### src/rtl/booth_div_pkg.sv
// Shared types and default sizes for the sequential signed divider.
package booth_div_pkg;

  localparam int unsigned DEF_N = 8;
  localparam int unsigned DEF_D = 4;

  typedef enum logic [1:0] {
    ST_IDLE = 2'd0,
    ST_CALC = 2'd1,
    ST_DONE = 2'd2
  } state_e;

endpackage : booth_div_pkg

### src/rtl/booth_divider_if.sv
// Start/busy/done handshake plus operand and result buses of the divider.
interface booth_divider_if
  import booth_div_pkg::*;
#(
  parameter int unsigned N = DEF_N,
  parameter int unsigned D = DEF_D
);

  logic         start;
  logic [N-1:0] dividend;
  logic [D-1:0] divisor;
  logic         busy;
  logic         done;
  logic [N-1:0] quotient;
  logic [D-1:0] remainder;
  logic         div_by_zero;

  modport master (
    output start, dividend, divisor,
    input  busy, done, quotient, remainder, div_by_zero
  );

  modport slave (
    input  start, dividend, divisor,
    output busy, done, quotient, remainder, div_by_zero
  );

endinterface : booth_divider_if

### src/rtl/booth_div_step.sv
// One restoring-division iteration: shift in the next dividend bit and
// subtract the divisor magnitude when it fits.
module booth_div_step
  import booth_div_pkg::*;
#(
  parameter int unsigned D = DEF_D
) (
  input  logic [D:0]   p_in,
  input  logic         a_msb,
  input  logic [D-1:0] div_mag,
  output logic [D:0]   p_out,
  output logic         q_bit
);

  logic [D+1:0] shifted;
  logic [D:0]   diff;

  // Compare the shifted partial remainder against |divisor| and restore on miss.
  always_comb begin
    shifted = {p_in, a_msb};
    diff    = shifted[D:0] - {1'b0, div_mag};
    q_bit   = 1'b0;
    p_out   = shifted[D:0];
    if (shifted >= {2'b00, div_mag}) begin
      q_bit = 1'b1;
      p_out = diff;
    end
  end

endmodule : booth_div_step

### src/rtl/booth_divider.sv
// Sequential signed divider: magnitudes are divided by restoring division,
// one quotient bit per clock, then signs are reapplied on the way out.
module booth_divider
  import booth_div_pkg::*;
#(
  parameter int unsigned N = DEF_N,
  parameter int unsigned D = DEF_D
) (
  input logic              clk,
  input logic              rst,
  booth_divider_if.slave   bus
);

  localparam int unsigned CW = $clog2(N + 1);

  state_e        state_q, state_d;
  logic [CW-1:0] cnt_q, cnt_d;
  logic [N-1:0]  a_q, a_d;
  logic [D:0]    p_q, p_d;
  logic [D-1:0]  dmag_q, dmag_d;
  logic          neg_quo_q, neg_quo_d;
  logic          neg_rem_q, neg_rem_d;
  logic          zero_div_q, zero_div_d;
  logic          busy_q, busy_d;
  logic          done_q, done_d;
  logic [N-1:0]  quo_q, quo_d;
  logic [D-1:0]  rem_q, rem_d;
  logic          dbz_q, dbz_d;

  logic [D:0]    step_p;
  logic          step_q;

  booth_div_step #(.D(D)) u_step (
    .p_in    (p_q),
    .a_msb   (a_q[N-1]),
    .div_mag (dmag_q),
    .p_out   (step_p),
    .q_bit   (step_q)
  );

  // Next-state, datapath and registered-output computation.
  always_comb begin
    state_d    = state_q;
    cnt_d      = cnt_q;
    a_d        = a_q;
    p_d        = p_q;
    dmag_d     = dmag_q;
    neg_quo_d  = neg_quo_q;
    neg_rem_d  = neg_rem_q;
    zero_div_d = zero_div_q;
    quo_d      = quo_q;
    rem_d      = rem_q;
    dbz_d      = dbz_q;
    busy_d     = 1'b0;
    done_d     = 1'b0;

    unique case (state_q)
      ST_IDLE: begin
        if (bus.start) begin
          state_d    = ST_CALC;
          busy_d     = 1'b1;
          cnt_d      = '0;
          p_d        = '0;
          a_d        = bus.dividend[N-1] ? N'(~bus.dividend + N'(1)) : bus.dividend;
          dmag_d     = bus.divisor[D-1] ? D'(~bus.divisor + D'(1)) : bus.divisor;
          neg_quo_d  = bus.dividend[N-1] ^ bus.divisor[D-1];
          neg_rem_d  = bus.dividend[N-1];
          zero_div_d = (bus.divisor == '0);
        end
      end

      ST_CALC: begin
        busy_d = 1'b1;
        p_d    = step_p;
        a_d    = {a_q[N-2:0], step_q};
        cnt_d  = cnt_q + CW'(1);
        if (cnt_q == CW'(N - 1)) begin
          state_d = ST_DONE;
        end
      end

      ST_DONE: begin
        busy_d  = 1'b1;
        done_d  = 1'b1;
        state_d = ST_IDLE;
        if (zero_div_q) begin
          quo_d = '1;
          rem_d = '0;
          dbz_d = 1'b1;
        end else begin
          // |r| < |divisor| <= 2^(D-1), so the low D bits hold it exactly.
          quo_d = neg_quo_q ? N'(~a_q + N'(1)) : a_q;
          rem_d = neg_rem_q ? D'(~p_q[D-1:0] + D'(1)) : p_q[D-1:0];
          dbz_d = 1'b0;
        end
      end

      default: begin
        state_d = ST_IDLE;
      end
    endcase
  end

  // State and output registers with synchronous reset.
  always_ff @(posedge clk) begin
    if (rst) begin
      state_q    <= ST_IDLE;
      cnt_q      <= '0;
      a_q        <= '0;
      p_q        <= '0;
      dmag_q     <= '0;
      neg_quo_q  <= 1'b0;
      neg_rem_q  <= 1'b0;
      zero_div_q <= 1'b0;
      busy_q     <= 1'b0;
      done_q     <= 1'b0;
      quo_q      <= '0;
      rem_q      <= '0;
      dbz_q      <= 1'b0;
    end else begin
      state_q    <= state_d;
      cnt_q      <= cnt_d;
      a_q        <= a_d;
      p_q        <= p_d;
      dmag_q     <= dmag_d;
      neg_quo_q  <= neg_quo_d;
      neg_rem_q  <= neg_rem_d;
      zero_div_q <= zero_div_d;
      busy_q     <= busy_d;
      done_q     <= done_d;
      quo_q      <= quo_d;
      rem_q      <= rem_d;
      dbz_q      <= dbz_d;
    end
  end

  assign bus.busy        = busy_q;
  assign bus.done        = done_q;
  assign bus.quotient    = quo_q;
  assign bus.remainder   = rem_q;
  assign bus.div_by_zero = dbz_q;

endmodule : booth_divider

### src/flat_wrapper.sv
// flat-port wrapper written by rule: the top's interface ports become plain ports
module booth_divider_flat import booth_div_pkg::*;
#(
  parameter int unsigned N = DEF_N,
  parameter int unsigned D = DEF_D
)
  (clk, rst, bus_start, bus_dividend, bus_divisor, bus_busy, bus_done, bus_quotient, bus_remainder, bus_div_by_zero);
  booth_divider_if #(.N(N), .D(D)) bus_i ();
  input logic clk;
  input logic rst;
  input wire logic [$bits(bus_i.start)-1:0] bus_start;
  input wire logic [$bits(bus_i.dividend)-1:0] bus_dividend;
  input wire logic [$bits(bus_i.divisor)-1:0] bus_divisor;
  output wire logic [$bits(bus_i.busy)-1:0] bus_busy;
  output wire logic [$bits(bus_i.done)-1:0] bus_done;
  output wire logic [$bits(bus_i.quotient)-1:0] bus_quotient;
  output wire logic [$bits(bus_i.remainder)-1:0] bus_remainder;
  output wire logic [$bits(bus_i.div_by_zero)-1:0] bus_div_by_zero;
  assign bus_i.start = bus_start;
  assign bus_i.dividend = bus_dividend;
  assign bus_i.divisor = bus_divisor;
  assign bus_busy = bus_i.busy;
  assign bus_done = bus_i.done;
  assign bus_quotient = bus_i.quotient;
  assign bus_remainder = bus_i.remainder;
  assign bus_div_by_zero = bus_i.div_by_zero;
  booth_divider #(.N(N), .D(D)) u_core (.clk(clk), .rst(rst), .bus(bus_i));
endmodule
### config.mk
export PLATFORM = sky130hd
export DESIGN_NAME = booth_divider_flat
export DESIGN_NICKNAME = d
export VERILOG_FILES = /design/src/rtl/booth_div_pkg.sv /design/src/rtl/booth_divider_if.sv /design/src/rtl/booth_div_step.sv /design/src/rtl/booth_divider.sv /design/src/flat_wrapper.sv
export SDC_FILE = /design/constraint.sdc
export NUM_CORES = 1
export LEC_CHECK = 0
export CORE_ASPECT_RATIO = 1.4
export CORE_MARGIN = 8
export CORE_UTILIZATION = 55
export CTS_CLUSTER_SIZE = 30
export DETAILED_ROUTE_END_ITERATION = 10
export PLACE_DENSITY = 0.91
export SLEW_MARGIN = 20
export SYNTH_ARGS = -nofsm -noshare
export SYNTH_HDL_FRONTEND = slang
export SYNTH_SLANG_ARGS = --single-unit
### constraint.sdc
create_clock -name clk -period 2 [get_ports clk]
set_input_delay 0.3 -clock clk [delete_from_list [all_inputs] [get_ports clk]]
set_output_delay 0.3 -clock clk [all_outputs]
set_load 0.02 [all_outputs]
**Yosys cells after proc, flatten, opt, wreduce, memory -nomap -nowiden**

Index checks and enable logic that the tools add are counted.

- Output and inout port bits: 15
- Bits of input ports: 15
- Logic and storage cells: 58
- Register bits after elaboration: 41

- Multiplexer cells: 21
- Order comparisons: 1
- $add $sub $neg: 6
- Bitwise logic cells: 5
- Equality and inequality tests: 5
- Reductions and logical operators: 7

Operator list:

| cell | number |
|---|---|
| 8-bit 2-to-1 mux | 4 |
| 8-bit by 1-bit adder with 8-bit output, second input constant | 2 |
| 4-bit 2-to-1 mux | 4 |
| 8-bit inverter | 2 |
| 8-bit one-hot mux with 2 select lines | 1 |
| 4-bit by 1-bit adder with 4-bit output, second input constant | 3 |
| 5-bit 2-to-1 mux | 2 |
| 5-bit one-hot mux with 2 select lines | 1 |
| 4-bit inverter | 2 |
| 4-bit one-hot mux with 2 select lines | 1 |
| 6-bit by 4-bit greater-or-equal comparator with 1-bit output | 1 |
| 2-bit AND reduction | 3 |
| 5-bit by 4-bit subtractor with 5-bit output | 1 |
| 4-bit by 3-bit equality test with 1-bit output, second input constant | 1 |
| 4-bit zero test | 1 |
| 1-bit 2-to-1 mux | 4 |
| 2-bit 2-to-1 mux | 2 |
| 2-bit one-hot mux with 2 select lines | 1 |
| 2-bit by 1-bit equality test with 1-bit output, second input constant | 1 |
| 2-bit equality test, second input constant | 1 |
| 2-bit zero test | 1 |
| 2-bit by 1-bit != test with 1-bit output, second input constant | 1 |
| 2-bit != test, second input constant | 1 |
| 1-bit one-hot mux with 2 select lines | 1 |
| other kinds (3) | 3 |

**Logic depth before layout (Yosys ltp)**

- Depth in word-level cells: 5
- Gate-level depth with buffers: 9
- Depth with buffers taken out: 8

**Modules after synthesis**

Synthesis repeated with hierarchy kept, for this count alone.

- Cell total of the unflattened synthesis: 287
- Area total of the unflattened synthesis: 2381.0 um2

Modules (own cells, without submodules):

| module | seq. area each (um2) | area an instance (um2) | instances | cells each |
|---|---|---|---|---|
| booth_divider | 820.8 | 2147.1 | 1 | 258 |
| booth_div_step | 0.0 | 234.0 | 1 | 29 |

**Worst setup path before layout**

OpenSTA, ideal clock, no wires.

- Kind: flip-flop to flip-flop
- Start: register u_core.a_q[7]
- End: register u_core.p_q[0]
- Data required time: 1.883 ns
- Library setup time: 0.117 ns
- Cell stages (with the launch flop): 10
- Path slack: 0.233 ns
- Buffers on the path: 1
- Period minus slack after synthesis: 1.767 ns
- Arrival: 1.650 ns
- Cells stage by stage: dfxtp_1 > inv_1 > ha_1 > inv_1 > fa_1 > nand3_1 > and2_1 > clkbuf_1 > nand3_1 > a32o_1

- Word-level cells in the longest chain between the ends: 3
- Elaborated cells on any way between the ends: 4
- Those cells by class: add/sub: 1; order compare: 1; mux: 2

Ends and longest elaborated chain:

| item | RTL line | source |
|---|---|---|
| start, declared | booth_divider.sv:18 | `logic [N-1:0] a_q, a_d;` |
| start signal, assigned | booth_divider.sv:109 | `a_q <= '0;` |
| start signal, assigned | booth_divider.sv:123 | `a_q <= a_d;` |
| 5-bit by 4-bit subtractor with 5-bit output or 6-bit by 4-bit greater-or-equal comparator with 1-bit output (tied branches) | booth_div_step.sv:21, booth_div_step.sv:24 |  |
| 5-bit 2-to-1 mux * | booth_div_step.sv:24 | `if (shifted >= {2'b00, div_mag}) begin` |
| 5-bit one-hot mux with 2 select lines * | booth_divider.sv:57 | `unique case (state_q)` |
| end signal, assigned | booth_divider.sv:124 | `p_q <= p_d;` |
| end, declared | booth_divider.sv:19 | `logic [D:0] p_q, p_d;` |

Every way passes the cells marked *; elsewhere a longest branch is shown, timed or not.
A chain may end at the register's enable or synchronous reset.

**Worst setup path after layout**

- Start: register u_core.state_q[1]
- End: register u_core.p_q[3]

- Word-level cells in the longest chain between the ends: 3
- Elaborated cells on any way between the ends: 6
- Those cells by class: eq/ne: 2; mux: 1; reduce/logical: 3

Ends and longest elaborated chain:

| item | RTL line | source |
|---|---|---|
| start, declared | booth_divider.sv:16 | `state_e state_q, state_d;` |
| start signal, assigned | booth_divider.sv:121 | `state_q <= state_d;` |
| 2-bit by 1-bit equality test with 1-bit output or 2-bit zero test (tied branches) | booth_divider.sv:57 |  |
| 2-bit nonzero test (no source line) or 2-bit != test (tied branches) | n/a |  |
| 2-bit AND reduction (no source line) | n/a |  |

Several ways; a longest one is shown, not always the timed one.

==> out/metrics.yaml <==
synthCells: 286
antenna_cells: 0
synth_area_leaders: "dfxtp_1, ha_1, nor2_1, xnor2_1, nand2_1"
core_um2: 4170
antenna_found_initial: 0
grt_pass1_vias: 2166
wl_mm: 5.49
cpPeakStageDelay_ns: 0.44
synth_top_cell_area_share_pct: 34.6
hp-class: "reg -> reg"
async_flop_share_pct: 0
die_w_um: 71.5
remaining_drc_errors: 0
via_count: 2230
initial_core_util_pct: 56.8
grt_util_all_layers_pct: 17.4
synth.avg_cell_area_um2: 8.29
final_nets: 349
yosysMostFrequentCell: "dfxtp_1"
final_core_util_pct: 68.6
synth_cell_types: 53
yosysTopAreaCell: "dfxtp_1"
dp_hpwl_mm: 4.13
worst_setup_path_start_kind: "flop"
power.density_nw_per_um2: 932
viasPerCell: 6.09
ctsLongestPathBuffers: 2
ctsResizeCount: 0
slowest_stage: "ha_1"
die_h_um: 93.7
clk_latency_ns: 0.30
arrival_ns: 2.09
h-tree-depth: 2
required_ns: 2.23
fin_crit_sh_pct: 93.0
syn_nets: 315
cts_hold_buf: 0
io_pins: 30
ys_seq_elements: 41
netlist_area_um2: 2370
setup_viol: 0
finClkSkew_ns: 0.00714
period_minus_slack_ns: 1.86
rows: 28
routedWlPerCell_um: 15.0
netlist_top_cells_count: "dfxtp_1, nor2_1, nand2_1"
fillers: 328
port_buffers: 29
cts_setup_buffers: 0
synth_warnings: 0
cts_sinks: 41
critPathCaptureType: "flop"
cts_tree: "done"
place.gp.congestion: 0.880
clock-root-buffer: "clkbuf_8"
leakage_uw: 0.00108
fmax_mhz: 537
maxSlewViolCount: 0
cap_viol_max_count: 0
tightest_slew_ns: 0.607
critical_path_class: "reg -> reg"
cts_buffers: 5
drt_iter0_markers: 133
drtPass1Iterations: 4
clkSlewWorstSetupHoldPaths_ns: 0.08
crit_path_cell_trace: "inv_1, ha_1, inv_1, nor3_4, o21ai_0, o21ai_0"
drive_gt1_share_pct: 9.35
grt_pass1_wl_mm: 9.54
area_growth_syn_to_layout_pct: 20.7
yosysSeqAreaShare_pct: 34.6
outcome: "complete, no violations"
setup_tns_ns: 0
synth-edff-count: 0
hold_violations: 0
drtAntennaViolNets: 0
ys.flop_type: "dfxtp_1"
grt_max_degree: 14
peakVddDrop_mv: 0.714
slew_headroom_pct: 59.2
dieArea_um2: 6690
worstPathMaxFanout: 13
grt_overflow: 0
## cell usage in the layout, fill, tap and decap left out, types with 4 or more instances in the layout
cell type / count
a21oi_1: 18
dfxtp_1: 41
o21ai_0: 12
xnor2_1: 12
inv_1: 21
nand3_1: 7
ha_1: 13
o22ai_1: 4
o31ai_1: 5
clkdlybuf4s50_1: 29
nor3_1: 6
a211oi_1: 6
clkbuf_8: 5
mux2i_1: 4
buf_4: 11
nand2b_1: 6
nand2_1: 26
nand4_1: 4
nor2_1: 30
## worst max-delay path: cells and delay by family (launching register included)
kind / cells / cell delay [ns]
fa+ha+maj: 1 / 0.44
simple gates: 1 / 0.38
flops: 1 / 0.35
buf+inv: 2 / 0.33
compound gates: 2 / 0.28
## path summary, 6_finish.rpt
check,from,endpoint,slack (ns),cells past startpoint
setup / recovery,u_core.state_q[1],u_core.p_q[3],0.14,6
hold / removal,u_core.dmag_q[0],u_core.dmag_q[0],0.46,2
setup reg to reg,u_core.state_q[1],u_core.p_q[3],0.14,6
hold reg to reg,u_core.dmag_q[0],u_core.dmag_q[0],0.46,2
## area by class of cell
cell class	instances	area, um2	area share (%)
tap	45	56.3	1.97
timing repair buffer	40	373	13.0
clock buffer	5	68.8	2.41
multi-input combinational	211	1400	48.9
clock inverter	3	65.1	2.27
sequential	41	821	28.7
inverter	21	78.8	2.76
## per-layer routing
| metal | global-route usage [%] | up-vias | wire length [um] |
|---|---|---|---|
| li1 | - | 1097 | - |
| met1 | 17.3 | 1053 | 2110 |
| met2 | 31.0 | 60 | 2870 |
| met3 | 5.13 | 20 | 314 |
| met4 | 10.9 | 0 | 195 |
| met5 | 0 | - | 0 |
## registers in the layout, indices dropped and copies added (netlist names)
name,count
u_core.zero_div_q,1
u_core.cnt_q,4
u_core.a_q,8
u_core.p_q,5
u_core.neg_quo_q,1
u_core.bus.quotient,8
u_core.bus.done,1
u_core.bus.remainder,4
u_core.bus.busy,1
u_core.dmag_q,4
u_core.neg_rem_q,1
u_core.state_q,2
u_core.bus.div_by_zero,1
## power breakdown
| group | leakage [uW] | internal, uW | switching, uW |
|---|---|---|---|
| Sequential | 0.000335 | 907 | 96.1 |
| Clock | 0.0000681 | 496 | 300 |
| Combinational | 0.000674 | 380 | 487 |
| Total | 0.00108 | 1780 | 883 |
## per-stage QoR
stage / cells / setup slack [ns] / instance area (um2) / hold WS (ns) / total power [uW]
2_1_floorplan: 286 / 0.233 / 2370 / 0.432 / 1620
3_3_place_gp: 358 / 0.0728 / 2720 / 0.441 / 1830
3_5_place_dp: 358 / 0.0241 / 2720 / 0.455 / 1860
4_1_cts: 366 / 0.0645 / 2850 / 0.466 / 2660
5_1_grt: 366 / -0.0155 / 2860 / 0.505 / 2820
6_report: 366 / 0.139 / 2860 / 0.464 / 2670
## cell families after synthesis
family                   count (synthesis)  synth area share [%]
AND/OR/NAND/NOR                        101                  21.2
buffers and inverters                   34                  6.76
flip-flops                              41                  34.6
AO/OA/AOI/OAI                           75                  21.5
adder cells (fa/ha/maj)                 14                  7.71
XOR/XNOR                                15                  5.54
multiplexers                             6                  2.64
No activity file was read; power rests on OpenSTA's default activity.
